## config.mk

```make
export PLATFORM = sky130hd
export DESIGN_NAME = spi_flash_reader
export DESIGN_NICKNAME = d
export VERILOG_FILES = /design/src/rtl/spi_flash_pkg.sv /design/src/rtl/spi_clk_gen.sv /design/src/rtl/spi_flash_reader.sv
export SDC_FILE = /design/constraint.sdc
export NUM_CORES = 1
export LEC_CHECK = 0
export CORE_MARGIN = 4
export CORE_UTILIZATION = 65
export CTS_BUF_LIST = sky130_fd_sc_hd__clkbuf_2 sky130_fd_sc_hd__clkbuf_4 sky130_fd_sc_hd__clkbuf_8
export DETAILED_ROUTE_END_ITERATION = 10
export DONT_BUFFER_PORTS = 1
export GPL_TIMING_DRIVEN = 0
export PLACE_DENSITY = 0.93
export SYNTH_ARGS = -nofsm -noshare
export SYNTH_HDL_FRONTEND = slang
export SYNTH_SLANG_ARGS = --single-unit
```

## constraint.sdc

```tcl
create_clock -name clock -period 6.75 [get_ports clock]
set_clock_uncertainty 0.15 [all_clocks]
set_input_delay 0.675 -clock clock [delete_from_list [all_inputs] [get_ports clock]]
set_output_delay 0.675 -clock clock [all_outputs]
set_load 0.02 [all_outputs]
```

## src/rtl/spi_flash_pkg.sv

```systemverilog
// Shared FSM states, opcodes and bit counts for the SPI flash word reader.
// ST_DUMMY exists only when SPI_FLASH_FAST_READ_EN is defined.
package spi_flash_pkg;

   typedef enum logic [2:0] {
      ST_IDLE,
      ST_CMD,
      ST_ADDR,
`ifdef SPI_FLASH_FAST_READ_EN
      ST_DUMMY,
`endif
      ST_DATA,
      ST_DONE,
      ST_GAP
   } state_t;

   localparam logic [7:0] OPC_READ      = 8'h03;
   localparam logic [7:0] OPC_FAST_READ = 8'h0B;

   localparam int CMD_BITS   = 8;
   localparam int ADDR_BITS  = 24;
   localparam int DUMMY_BITS = 8;
   localparam int DATA_BITS  = 32;

   // The first received byte lands in the low byte of the returned word.
   function automatic logic [31:0] byte_swap(input logic [31:0] w);
      return {w[7:0], w[15:8], w[23:16], w[31:24]};
   endfunction

endpackage

```

## src/rtl/spi_clk_gen.sv

```systemverilog
// SPI mode-0 clock divider: flash_clk toggles every CLK_DIV cycles while enabled.
// The rise/fall strobes are high in the cycle whose closing edge moves the clock.
module spi_clk_gen #(
   parameter int CLK_DIV = 2
) (
   input  logic clock,
   input  logic resetb,
   input  logic i_en,
   output logic o_sclk,
   output logic o_rise,
   output logic o_fall
);

   localparam logic [7:0] RELOAD = 8'(CLK_DIV - 1);

   logic [7:0] r_cnt;
   logic       r_sclk;
   logic       w_tc;

   assign w_tc   = i_en && (r_cnt == 8'd0);
   assign o_rise = w_tc && !r_sclk;
   assign o_fall = w_tc && r_sclk;
   assign o_sclk = r_sclk;

   always_ff @(posedge clock or negedge resetb) begin
      if (!resetb) begin
         r_cnt  <= RELOAD;
         r_sclk <= 1'b0;
      end else if (!i_en) begin
         r_cnt  <= RELOAD;
         r_sclk <= 1'b0;
      end else if (w_tc) begin
         r_cnt  <= RELOAD;
         r_sclk <= ~r_sclk;
      end else begin
         r_cnt <= r_cnt - 8'd1;
      end
   end

endmodule

```

## src/rtl/spi_flash_reader.sv

```systemverilog
// Reads one 32-bit little-endian word from SPI flash per request (READ 0x03).
// Define SPI_FLASH_FAST_READ_EN for FAST READ 0x0B with 8 dummy clocks.
//
// state    | meaning
// ---------+------------------------------------------------------------
// ST_IDLE  | csb high, req_ready high, waiting for a request
// ST_CMD   | shifting the 8-bit opcode out on io0, MSB first
// ST_ADDR  | shifting the 24-bit address out on io0, MSB first
// ST_DUMMY | 8 dummy clocks with io0 low (fast read builds only)
// ST_DATA  | sampling 32 bits from io1 on flash_clk rising edges
// ST_DONE  | rsp_valid pulse, csb released
// ST_GAP   | csb held high for CSB_GAP cycles before the next request
module spi_flash_reader
   import spi_flash_pkg::*;
#(
   parameter int CLK_DIV = 2,
   parameter int CSB_GAP = 4
) (
   input  logic        clock,
   input  logic        resetb,
   input  logic        req_valid,
   input  logic [23:0] req_addr,
   output logic        req_ready,
   output logic        rsp_valid,
   output logic [31:0] rsp_data,
   output logic        flash_csb,
   output logic        flash_clk,
   output logic        flash_io0,
   input  logic        flash_io1
);

`ifdef SPI_FLASH_FAST_READ_EN
   localparam logic [7:0] OPCODE = OPC_FAST_READ;
   logic [2:0]  r_dummy_cnt;
`else
   localparam logic [7:0] OPCODE = OPC_READ;
`endif

   state_t      r_state;
   logic        r_ready;
   logic        r_rsp_valid;
   logic [31:0] r_rsp_data;
   logic        r_csb;
   logic        r_io0;
   logic [30:0] r_tx;
   logic [31:0] r_rx;
   logic [4:0]  r_bit_cnt;
   logic [7:0]  r_gap_cnt;
   logic        w_clk_en;
   logic        w_rise;
   logic        w_fall;

   assign w_clk_en  = (r_state != ST_IDLE) && (r_state != ST_DONE) && (r_state != ST_GAP);
   assign req_ready = r_ready;
   assign rsp_valid = r_rsp_valid;
   assign rsp_data  = r_rsp_data;
   assign flash_csb = r_csb;
   assign flash_io0 = r_io0;

   spi_clk_gen #(.CLK_DIV(CLK_DIV)) u_clk_gen (
      .clock  (clock),
      .resetb (resetb),
      .i_en   (w_clk_en),
      .o_sclk (flash_clk),
      .o_rise (w_rise),
      .o_fall (w_fall)
   );

   always_ff @(posedge clock or negedge resetb) begin
      if (!resetb) begin
         r_state     <= ST_IDLE;
         r_ready     <= 1'b0;
         r_rsp_valid <= 1'b0;
         r_rsp_data  <= '0;
         r_csb       <= 1'b1;
         r_io0       <= 1'b0;
         r_tx        <= '0;
         r_rx        <= '0;
         r_bit_cnt   <= '0;
         r_gap_cnt   <= '0;
`ifdef SPI_FLASH_FAST_READ_EN
         r_dummy_cnt <= '0;
`endif
      end else begin
         r_rsp_valid <= 1'b0;
         case (r_state)
            ST_IDLE: begin
               if (req_valid && r_ready) begin
                  r_ready   <= 1'b0;
                  r_csb     <= 1'b0;
                  r_io0     <= OPCODE[7];
                  r_tx      <= {OPCODE[6:0], req_addr};
                  r_bit_cnt <= 5'(CMD_BITS - 1);
                  r_state   <= ST_CMD;
               end else begin
                  r_ready <= 1'b1;
               end
            end
            // io0 advances on the falling edge so it is stable across the next rise
            ST_CMD, ST_ADDR: begin
               if (w_fall) begin
                  r_io0 <= r_tx[30];
                  r_tx  <= {r_tx[29:0], 1'b0};
                  if (r_bit_cnt != 5'd0) begin
                     r_bit_cnt <= r_bit_cnt - 5'd1;
                  end else if (r_state == ST_CMD) begin
                     r_bit_cnt <= 5'(ADDR_BITS - 1);
                     r_state   <= ST_ADDR;
                  end else begin
                     r_io0     <= 1'b0;
                     r_bit_cnt <= 5'(DATA_BITS - 1);
`ifdef SPI_FLASH_FAST_READ_EN
                     r_dummy_cnt <= 3'(DUMMY_BITS - 1);
                     r_state     <= ST_DUMMY;
`else
                     r_state     <= ST_DATA;
`endif
                  end
               end
            end
`ifdef SPI_FLASH_FAST_READ_EN
            ST_DUMMY: begin
               if (w_fall) begin
                  if (r_dummy_cnt != 3'd0) r_dummy_cnt <= r_dummy_cnt - 3'd1;
                  else                     r_state     <= ST_DATA;
               end
            end
`endif
            ST_DATA: begin
               if (w_rise) r_rx <= {r_rx[30:0], flash_io1};
               if (w_fall) begin
                  if (r_bit_cnt != 5'd0) begin
                     r_bit_cnt <= r_bit_cnt - 5'd1;
                  end else begin
                     r_rsp_valid <= 1'b1;
                     r_rsp_data  <= byte_swap(r_rx);
                     r_csb       <= 1'b1;
                     r_state     <= ST_DONE;
                  end
               end
            end
            ST_DONE: begin
               r_gap_cnt <= 8'(CSB_GAP - 1);
               r_state   <= ST_GAP;
            end
            ST_GAP: begin
               if (r_gap_cnt != 8'd0) begin
                  r_gap_cnt <= r_gap_cnt - 8'd1;
               end else begin
                  r_ready <= 1'b1;
                  r_state <= ST_IDLE;
               end
            end
            default: r_state <= ST_IDLE;
         endcase
      end
   end

endmodule
```

Word level (Yosys, flattened, before mapping):

Index checks and enable logic that the tools add are counted.

* eq/ne operators: 16
* reduce and logical (&&, ||, !) cells: 26
* add/sub/neg operators: 3
* bitwise logic cells: 2
* mux-type cells: 38

Operators with widths (count)
* 31-bit two-way mux: 2
* 31-bit case mux with 2 select lines: 1
* 5-bit two-way mux: 5
* 8-bit two-way mux: 3
* 3-bit two-way mux: 6
* 8-bit case mux with 2 select lines: 1
* 8-bit by 1-bit subtractor with 8-bit output, second input constant: 2
* 3-bit case mux with 5 select lines: 1
* 5-bit case mux with 3 select lines: 1
* 1-bit two-way mux: 14
* 2-bit != test, second input constant: 7
* 8-bit zero test: 1
* 2-bit nonzero test: 4
* 8-bit nonzero test: 1
* 3-bit by 2-bit == test with 1-bit output, second input constant: 2
* 3-bit == test, second input constant: 2
* 1-bit logical AND: 6
* 3-bit != test, second input constant: 2
* 1-bit case mux with 2 select lines: 3
* 2-bit AND reduction: 3
* 3-bit AND reduction: 2
* 6-bit AND reduction: 1
* 3-bit nonzero test: 2
* 5-bit AND reduction: 1
* 10 further kinds: 12

* bits of input ports: 28
* register bits after elaboration: 124
* word-level logic and storage cells: 97

Depth between registers and ports, before layout:

Gate-level depths: netlist (run 1).

* depth in word-level cells: 7
* gate-level depth with buffers: 10
* gate-level depth less buffers: 8

By module:

Synthesis (run 1) repeated with hierarchy kept, for this count alone.

* cell total of the unflattened synthesis: 406
* area, all modules: 5422.7 um^2

By module, submodules not included
* spi_flash_reader: times used 1, cells an instance 358, seq. area each 2879.0 um^2, area each 4943.5 um^2
* spi_clk_gen: times used 1, cells an instance 48, seq. area each 226.5 um^2, area each 479.2 um^2

Least setup slack after synthesis (run 1):

Ideal clock, no wire load.

* path type: register -> register
* start point: reg r_bit_cnt[0]
* end point: reg r_bit_cnt[0]
* required time: 6.475 ns
* setup time: 0.125 ns
* stages on the path, launching flop included: 7
* clock period less this slack: 2.133 ns
* arrival time: 1.859 ns
* slack: 4.617 ns
* cell sequence: dfrtp_1 inv_1 ha_1 nor4b_4 a311o_2 o21bai_1 mux2_2

* cells in the longest elaborated chain, start to end: 4
* elaborated cells on any way between the ends: 9
* those cells by class: add/sub: 1; eq/ne: 1; mux: 5; reduce/logical: 2

RTL lines
* start, declared: line spi_flash_reader.sv:47 `logic [4:0] r_bit_cnt;`
* start signal, assigned: line spi_flash_reader.sv:93 `r_bit_cnt <= 5'(CMD_BITS - 1);`
* start signal, assigned: line spi_flash_reader.sv:105 `r_bit_cnt <= r_bit_cnt - 5'd1;`
* start signal, assigned: line spi_flash_reader.sv:107 `r_bit_cnt <= 5'(ADDR_BITS - 1);`
* 5-bit by 1-bit subtractor with 5-bit output / 5-bit nonzero test (equally long branches)
* 5-bit two-way mux (on tied branches): line spi_flash_reader.sv:132, spi_flash_reader.sv:104
* 5-bit two-way mux (on tied branches): line spi_flash_reader.sv:131, spi_flash_reader.sv:101
* 5-bit case mux with 3 select lines: line spi_flash_reader.sv:86 `case (r_state)`

Parallel ways exist; a longest one is shown, timed or not. The select of a mux whose other input is x is not followed.
A chain may end at the register's enable or synchronous reset.

Worst setup path after layout (run 1):

Ends and elaborated chain as after synthesis.

==> results.yml, run 1 <==
status:
  status: "finished clean"
yosys:
  synth_commonest_cells: "nand2_1 (141), dfrtp_1 (122), o21ai_0 (39)"
  synth_ff_type: "dfrtp_1"
  async_reset_ff_share_pct: 100
  yosys_warnings: 0
  syn_area_mm2: 0.00547
  synth.distinct_cells: 58
  synth-edff-count: 0
  synth.avg_cell_area_um2: 10.8
  yosysTopAreaCellShare_pct: 55.8
  yosysSeqAreaShare_pct: 56.7
  yosysTopAreaCell: "dfrtp_1"
  synth_area_leaders: "dfrtp_1 (56%), nand2_1 (9.7%), mux2_2 (5.6%)"
  synth-seq-cells: 124
  syn_inst: 509
  yosysMostFrequentCell: "nand2_1"
  synthesis.nets: 542
critical_path:
  crit_type: "reg2reg"
  start_kind: "register"
  path_cells: "inv_1 -> ha_1 -> nor4b_4 -> a311o_2 -> o21bai_1 -> mux2_2"
  critical_path.endpoint_type: "register"
  worstPathArrival_ns: 2.62
  cp_slowest_cell: "nor4b_4"
  path_max_fanout: 8
  slowest_delay_ns: 0.52
  cp.required_ns: 6.93
timing:
  whs_ns: 0.0565
  fin_tns_setup_ns: 0
  max_clock_freq_mhz: 409
  final.setup.worst_slack_ns: 4.31
  worstMarginPinSlew_ns: 0.599
  setup_viol: 0
  finalHoldViolCount: 0
  max_slew_margin_pct: 59.7
  rsz0062_at_grt: "false"
  slew_viol_final: 0
  finalCritPeriodShare_pct: 36.2
  post-route-min-period_ns: 2.44
cts:
  path_clk_slew_ns: 0.08
  clock_latency_ns: 0.44
  cts_num_sinks: 124
  cts_tree: "done"
  cts_max_path_buffers: 2
  h-tree-depth: 4
  cts_resized: 0
  postCtsHoldBufs: 1
  cts_buffers: 17
  cts_root_buf: "clkbuf_8"
  cts_setup_buffers: 0
routing:
  ant_nets: 0
  drt-pass1-iter-count: 4
  routed_wl_mm: 10.9
  drc: 0
  first_iter_violations: 197
  vias: 3719
  via_per_inst: 5.76
  avgRoutedWirePerCell_um: 16.9
die:
  die_w_um: 99.8
  die_h_um: 99.8
  core_area_mm2: 0.00822
  dieArea_mm2: 0.00995
  rows: 33
  ioPinCount: 65
  initial_core_util_pct: 66.6
global_routing:
  grt_usage_pct: 23.5
  grt_overflow: 0
  first_global_vias: 3914
  grt_max_degree: 125
  grt_first_pass_wirelength_mm: 18.3
  grt_antenna_before_repair: 0
run:
  drv_cap: 0
power:
  seqPwrFrac_pct: 51.5
  power.density_mw_per_mm2: 238
  p_comb_share_pct: 1.1
  power_frac_clock_pct: 47.4
  intPower_mw: 1.12
  p_sw_uw: 321
  swShare_pct: 22.3
  p_leak_nw: 2.94
  irDropWorstVdd_uv: 159
layout:
  fillCellCount: 546
  diodes: 0
  num-nets-final: 562
  final_util_pct: 73.6
  syn2layout_area_growth_pct: 10.5
  drive_gt1_share_pct: 17.4
  final_cells: 646
placement:
  dp_cells: 614
  pre_cts_ws_ns: 4.34
  gp_congestion: 0.827
  dpl.hpwl_mm: 7.39
  io_buffers: 0
min_path:
  min_path_type: "in2async"
## layout by cell type (no fill, tap or decap), types with 2 or more instances in the layout
master / n
a211oi_1: 2
a21o_1: 2
a21oi_1: 10
buf_2: 4
buf_4: 4
buf_6: 9
bufinv_16: 3
clkbuf_1: 5
clkbuf_2: 2
clkbuf_8: 18
clkinv_2: 2
clkinv_4: 2
clkinvlp_4: 3
dfrtp_1: 122
dfstp_2: 2
ha_1: 5
inv_1: 8
inv_6: 3
mux2_1: 6
mux2_2: 27
mux2i_1: 23
nand2_1: 141
nand2b_1: 3
nand3_1: 5
nand3b_1: 3
nand4_1: 3
nor2_1: 25
nor3_1: 8
o21ai_0: 39
o21ai_1: 2
o31ai_1: 2
or2_2: 2
or3_1: 3
xnor2_1: 6
xor2_1: 7
## state kept, by name, indices dropped and copies added (netlist names)
name and cells:
flash_csb 1, flash_io0 1, r_bit_cnt 5, r_gap_cnt 8
r_rx 32, r_state 3, r_tx 31, req_ready 1
rsp_data 32, rsp_valid 1, u_clk_gen.o_sclk 1, u_clk_gen.r_cnt 8
## power by group through the flow
| stage | clock (mW) | sequential [mW] | combinational (mW) |
|---|---|---|---|
| global placement | 0 | 0.757 | 0.000516 |
| floorplan | 0 | 0.757 | 0.000509 |
| CTS | 0.686 | 0.743 | 0.0165 |
| detailed placement | 0 | 0.757 | 0.000532 |
| global route | 0.725 | 0.742 | 0.0183 |
| finish | 0.683 | 0.743 | 0.0155 |
## path summary, 6_finish.rpt
check / slack (ns) / cells after the start / end / startpoint
max in group asynchronous: 5.97 / 1 / flash_csb / resetb
worst min-delay path: 0.06 / 1 / r_tx[25] / resetb
worst min register to register: 0.33 / 2 / r_tx[20] / r_tx[20]
min in group clock: 0.22 / 1 / r_rx[0] / flash_io1
worst max-delay path: 4.31 / 6 / r_bit_cnt[0] / r_bit_cnt[0]
worst max register to register: 4.31 / 6 / r_bit_cnt[0] / r_bit_cnt[0]
## cell families (layout without fill, tap and decap cells)
family | after synthesis | count (layout) | share of synthesized area [%]
compound gates | 68 | 68 | 7.43
fa+ha+maj | 5 | 5 | 1.14
xor+xnor | 13 | 13 | 2.08
flops | 124 | 124 | 56.7
simple gates | 209 | 209 | 17.6
mux | 56 | 56 | 11.0
buf+inv | 34 | 66 | 3.98
## critical path: cells and delay by family, from the launching register on
kind            cells  cell delay [ns]
compound gates      2             0.51
fa+ha+maj           1             0.27
mux                 1             0.37
flops               1             0.43
buf+inv             1             0.09
simple gates        1             0.52
## layer usage
metal	vias up	track usage, %	share of wire (%)
met5	-	0	0
li1	1751	-	-
met4	0	11.1	2.8
met1	1835	28.7	42
met3	30	7.09	5.5
met2	103	38.4	50
## layout make-up
cell class / count / area, um2 / area share, %
Timing Repair Buffer: 1 / 27.5 / 0.455
Tap cell: 105 / 131 / 2.17
Clock inverter: 13 / 166 / 2.75
Multi-Input combinational cell: 351 / 2150 / 35.6
Sequential cell: 124 / 3110 / 51.4
Inverter: 9 / 33.8 / 0.559
Buffer: 25 / 184 / 3.04
Clock buffer: 18 / 248 / 4.10
## metrics by stage
step | total power, mW | instance area, um2
floorplan | 0.758 | 5470
global placement | 0.757 | 5610
detailed placement | 0.757 | 5610
CTS | 1.44 | 6050
global route | 1.49 | 6050
finish | 1.44 | 6050
(Power assumes the default switching activity.)
==> run 2: changes to the inputs <==
==> constraint.sdc (replaced) <==
create_clock -name clock -period 2.4 [get_ports clock]
set_clock_uncertainty 0.15 [all_clocks]
set_input_delay 0.24 -clock clock [delete_from_list [all_inputs] [get_ports clock]]
set_output_delay 0.24 -clock clock [all_outputs]
set_load 0.02 [all_outputs]
==> results.yml, run 2 (synthesis results as in run 1) <==
die:
  ioPinCount: 65
  core_area_mm2: 0.00822
  rows: 33
  initial_core_util_pct: 66.6
  die_w_um: 99.8
  die_h_um: 99.8
  dieArea_mm2: 0.00995
layout:
  final_cell_mix: "nand2_1 (141), dfrtp_1 (122), o21ai_0 (39)"
  final_cells: 674
  final_util_pct: 76.9
  layout_commonest_cell: "nand2_1"
  diodes: 0
  drive_gt1_share_pct: 17.2
  syn2layout_area_growth_pct: 15.4
  num-nets-final: 590
critical_path:
  start_kind: "register"
  crit_type: "reg2reg"
  critical_path.endpoint_type: "register"
  worstPathArrival_ns: 2.52
  r2r.worst_path.cells: 9
  cp.required_ns: 2.58
  path_max_fanout: 10
routing:
  routed_wl_mm: 11.8
  ant_nets: 0
  vias: 3911
  first_iter_violations: 314
  avgRoutedWirePerCell_um: 17.4
  drt-pass1-iter-count: 5
  drc: 0
  via_per_inst: 5.80
cts:
  postCtsHoldBufs: 26
  clock_latency_ns: 0.43
  cts_root_buf: "clkbuf_8"
  cts_buffers: 17
  path_clk_slew_ns: 0.07
  cts_num_sinks: 124
  cts_max_path_buffers: 2
  h-tree-depth: 4
  cts_tree: "done"
placement:
  io_buffers: 0
  pre_cts_ws_ns: -0.00765
  dp_cells: 614
  dpl.hpwl_mm: 7.39
  gp_congestion: 0.827
timing:
  post-route-min-period_ns: 2.34
  finalHoldViolCount: 124
  max_clock_freq_mhz: 427
  rsz0062_at_grt: "true"
  slew_viol_final: 0
  worstMarginPinSlew_ns: 0.853
  finalCritPeriodShare_pct: 97.5
  max_slew_margin_pct: 42.7
  final.setup.worst_slack_ns: 0.0605
  setup_viol: 0
  whs_ns: -0.651
global_routing:
  grt_overflow: 0
  grt_first_pass_wirelength_mm: 19.6
  first_global_vias: 4124
  grt_usage_pct: 25.2
  grt_max_degree: 125
  grt_antenna_before_repair: 0
power:
  power.density_mw_per_mm2: 641
  irDropWorstVdd_uv: 448
  p_leak_nw: 3.05
min_path:
  min_path_type: "in2async"
run:
  drv_cap: 0
status:
  status: "finished with violations"
  violations: "hold timing"
run 2: changes by cell type in the layout (fill, tap and decap cells not counted), sizes merged:
cell	change
dlygate4sd3	+26
o211ai	+1
clkbuf	+1
run 2: cell type report:
class / count / area (um2)
fillers: 490 / 1900
clock inverters: 13 / 166
multi-input cells: 352 / 2160
plain buffers: 25 / 191
clock buffers: 18 / 248
flip-flops and latches: 124 / 3110
well taps: 105 / 131
inverters: 9 / 33.8
repair buffers: 28 / 275
run 2: path summary, 6_finish.rpt:
| path | start | end | slack, ns |
|---|---|---|---|
| setup / recovery | u_clk_gen.r_cnt[0] | r_tx[10] | 0.06 |
| hold / removal | resetb | r_tx[20] | -0.65 |
| setup reg to reg | u_clk_gen.r_cnt[0] | r_tx[10] | 0.06 |
| hold reg to reg | r_tx[28] | r_tx[28] | 0.34 |
| max in group asynchronous | resetb | flash_csb | 2.55 |
| min in group clock | req_valid | r_state[0] | 0.05 |
run 2: worst max-delay path, cell delays in order (launching register included):
cell and delay [ns]:
dfstp_2 0.54, inv_1 0.07, ha_1 0.24, and3b_1 0.19
o2111a_1 0.13, buf_4 0.18, o211ai_4 0.26, clkbuf_4 0.26
nand2_1 0.09, o21ai_0 0.12
run 2: metrics by stage:
step | power [mW] | hold slack, ns | area, um2 | TNS (ns)
floorplan | 2.13 | -0.206 | 5470 | 0
global placement | 2.13 | -0.200 | 5610 | 0
detailed placement | 2.13 | -0.201 | 5610 | -0.00765
CTS | 4.05 | -0.664 | 6290 | 0
global route | 4.16 | -0.675 | 6310 | -0.108
finish | 4.05 | -0.651 | 6310 | 0
run 2: power breakdown:
group	internal, mW	switching (mW)	total, mW
sequential	2.09	0	2.09
combinational	0.0295	0.00890	0.0384
clock	1.06	0.863	1.92
total	3.17	0.872	4.05
run 2: metal layers:
| metal | global-route usage (%) | share of wire, % |
|---|---|---|
| met5 | 0 | 0 |
| met4 | 9.14 | 2.2 |
| met3 | 7.23 | 5.3 |
| met2 | 42.6 | 50 |
| met1 | 31.0 | 42 |
run 2: repair_timing:
item / in CTS / in global routing
buffers inserted: 2 / 0
endpoints found under the setup margin: 1 / 39
endpoints found under the hold margin: 151 / 124
gates resized for setup: 0 / 7
gates cloned: 0 / 1
pin swaps: 0 / 2
==> run 3: changes to the inputs <==
--- a/config.mk
+++ b/config.mk
@@ -11,7 +11,7 @@
 export DETAILED_ROUTE_END_ITERATION = 10
 export DONT_BUFFER_PORTS = 1
 export GPL_TIMING_DRIVEN = 0
-export PLACE_DENSITY = 0.93
+export PLACE_DENSITY = 0.9
 export SYNTH_ARGS = -nofsm -noshare
 export SYNTH_HDL_FRONTEND = slang
 export SYNTH_SLANG_ARGS = --single-unit
==> results.yml, run 3 (synthesis results as in run 1) <==
status:
  status: "finished with violations"
  violations: "hold timing"
power:
  power.density_mw_per_mm2: 658
  p_leak_nw: 3.07
  irDropWorstVdd_uv: 420
global_routing:
  grt_overflow: 0
  grt_antenna_before_repair: 0
  first_global_vias: 4005
  grt_first_pass_wirelength_mm: 19.1
  grt_usage_pct: 24.6
  grt_max_degree: 125
layout:
  final_util_pct: 77.1
  num-nets-final: 589
  layout_commonest_cell: "nand2_1"
  syn2layout_area_growth_pct: 15.7
  final_cell_mix: "nand2_1 (141), dfrtp_1 (122), o21ai_0 (39)"
  final_area_mm2: 0.00634
  diodes: 0
  drive_gt1_share_pct: 17.0
routing:
  routed.top_layer: "met4"
  met2_length_mm: 5.77
  via_per_inst: 5.67
  routed_wl_mm: 11.3
  avgRoutedWirePerCell_um: 16.8
  wl_met3_um: 873
  drt-pass1-iter-count: 5
  ant_nets: 0
  drc: 0
  vias: 3823
  first_iter_violations: 293
  drt-met1-wl_mm: 4.50
cts:
  cts_max_path_buffers: 2
  cts_root_buf: "clkbuf_8"
  clock_latency_ns: 0.43
  h-tree-depth: 4
  path_clk_slew_ns: 0.07
  cts_buffers: 17
  postCtsHoldBufs: 26
  cts_num_sinks: 124
  cts_tree: "done"
timing:
  final.setup.worst_slack_ns: 0.100
  finalCritPeriodShare_pct: 95.8
  fin_tns_setup_ns: 0
  max_slew_margin_pct: 61.3
  max_clock_freq_mhz: 435
  rsz0062_at_grt: "false"
  finalHoldViolCount: 124
  post-route-min-period_ns: 2.30
  whs_ns: -0.646
  worstMarginPinSlew_ns: 0.575
  setup_viol: 0
  slew_viol_final: 0
critical_path:
  path_cells: "inv_1 -> ha_1 -> and3b_1 -> o2111a_1 -> buf_4 -> o211ai_4 -> buf_2 -> o21ai_0"
  start_kind: "register"
  cp_slowest_cell: "dfstp_2"
  crit_family: "compound AO/OA/AOI/OAI gates"
  worstPathArrival_ns: 2.44
  critical_path.endpoint_type: "register"
  cp.required_ns: 2.54
  crit_buf_inv: 3
  path_max_fanout: 10
  crit_type: "reg2reg"
  slowest_delay_ns: 0.55
placement:
  io_buffers: 0
  gp_congestion: 0.850
  dpl_cell_area_mm2: 0.00561
  pre_cts_ws_ns: -0.000995
  dpl.hpwl_mm: 7.27
die:
  die_h_um: 99.8
  ioPinCount: 65
  die_w_um: 99.8
  rows: 33
  initial_core_util_pct: 66.6
  dieArea_mm2: 0.00995
  core_area_mm2: 0.00822
min_path:
  min_path_type: "in2async"
run:
  drv_cap: 0
-- run 3: changes by cell type in the layout (fill, tap and decap cells not counted) --
cell,delta
bufinv_16,+1
buf_4,+3
inv_6,+3
clkbuf_8,-1
clkbuf_2,-2
clkbuf_4,-1
o211ai_2,-1
clkbuf_1,+1
clkinv_2,-2
clkinvlp_4,-1
-- run 3: stage by stage --
stage	hold slack [ns]	cells	power, mW
floorplan	-0.206	509	2.13
global placement	-0.201	614	2.13
detailed placement	-0.201	614	2.13
CTS	-0.682	674	4.20
global route	-0.694	674	4.30
finish	-0.646	674	4.17
-- run 3: worst reg2reg max path: stages (launching register included) --
cell,delay [ns]
dfstp_2,0.55
inv_1,0.07
ha_1,0.23
and3b_1,0.18
o2111a_1,0.13
buf_4,0.17
o211ai_4,0.29
buf_2,0.25
o21ai_0,0.14
-- run 3: layout make-up --
cell class,count,area [um2]
timing repair buffer,28,275
inverter,9,33.8
fill,500,1880
multi-input combinational,351,2150
tap,105,131
sequential,124,3110
clock inverter,14,205
clock buffer,18,241
buffer,25,193
-- run 3: final timing paths --
| path | startpoint | end | slack, ns | cells after the start |
|---|---|---|---|---|
| max in group asynchronous | resetb | u_clk_gen.r_cnt[0] | 2.50 | 0 |
| worst min register to register | r_rx[31] | rsp_data[7] | 0.32 | 2 |
| worst max-delay path | u_clk_gen.r_cnt[0] | r_tx[21] | 0.10 | 8 |
| worst min-delay path | resetb | r_tx[23] | -0.65 | 0 |
| min in group clock | req_valid | r_state[0] | 0.07 | 3 |
| worst max register to register | u_clk_gen.r_cnt[0] | r_tx[21] | 0.10 | 8 |
-- run 3: metal layers --
layer | vias to the layer above | track usage, %
met2 | 139 | 40.7
met4 | 0 | 8.51
met1 | 1859 | 29.3
li1 | 1807 | -
met3 | 18 | 9.87
met5 | - | 0
-- run 3: repair_timing --
item                       CTS  global route
hold endpoints to repair   151           124
setup endpoints to repair    1            27
setup buffers                2             0
pin swaps                    0             1
resized for setup            0            10
-- run 3: where the power goes --
| part | switching (mW) | internal, mW |
|---|---|---|
| logic | 0.00882 | 0.0295 |
| registers | 0 | 2.09 |
| clock network | 0.876 | 1.17 |
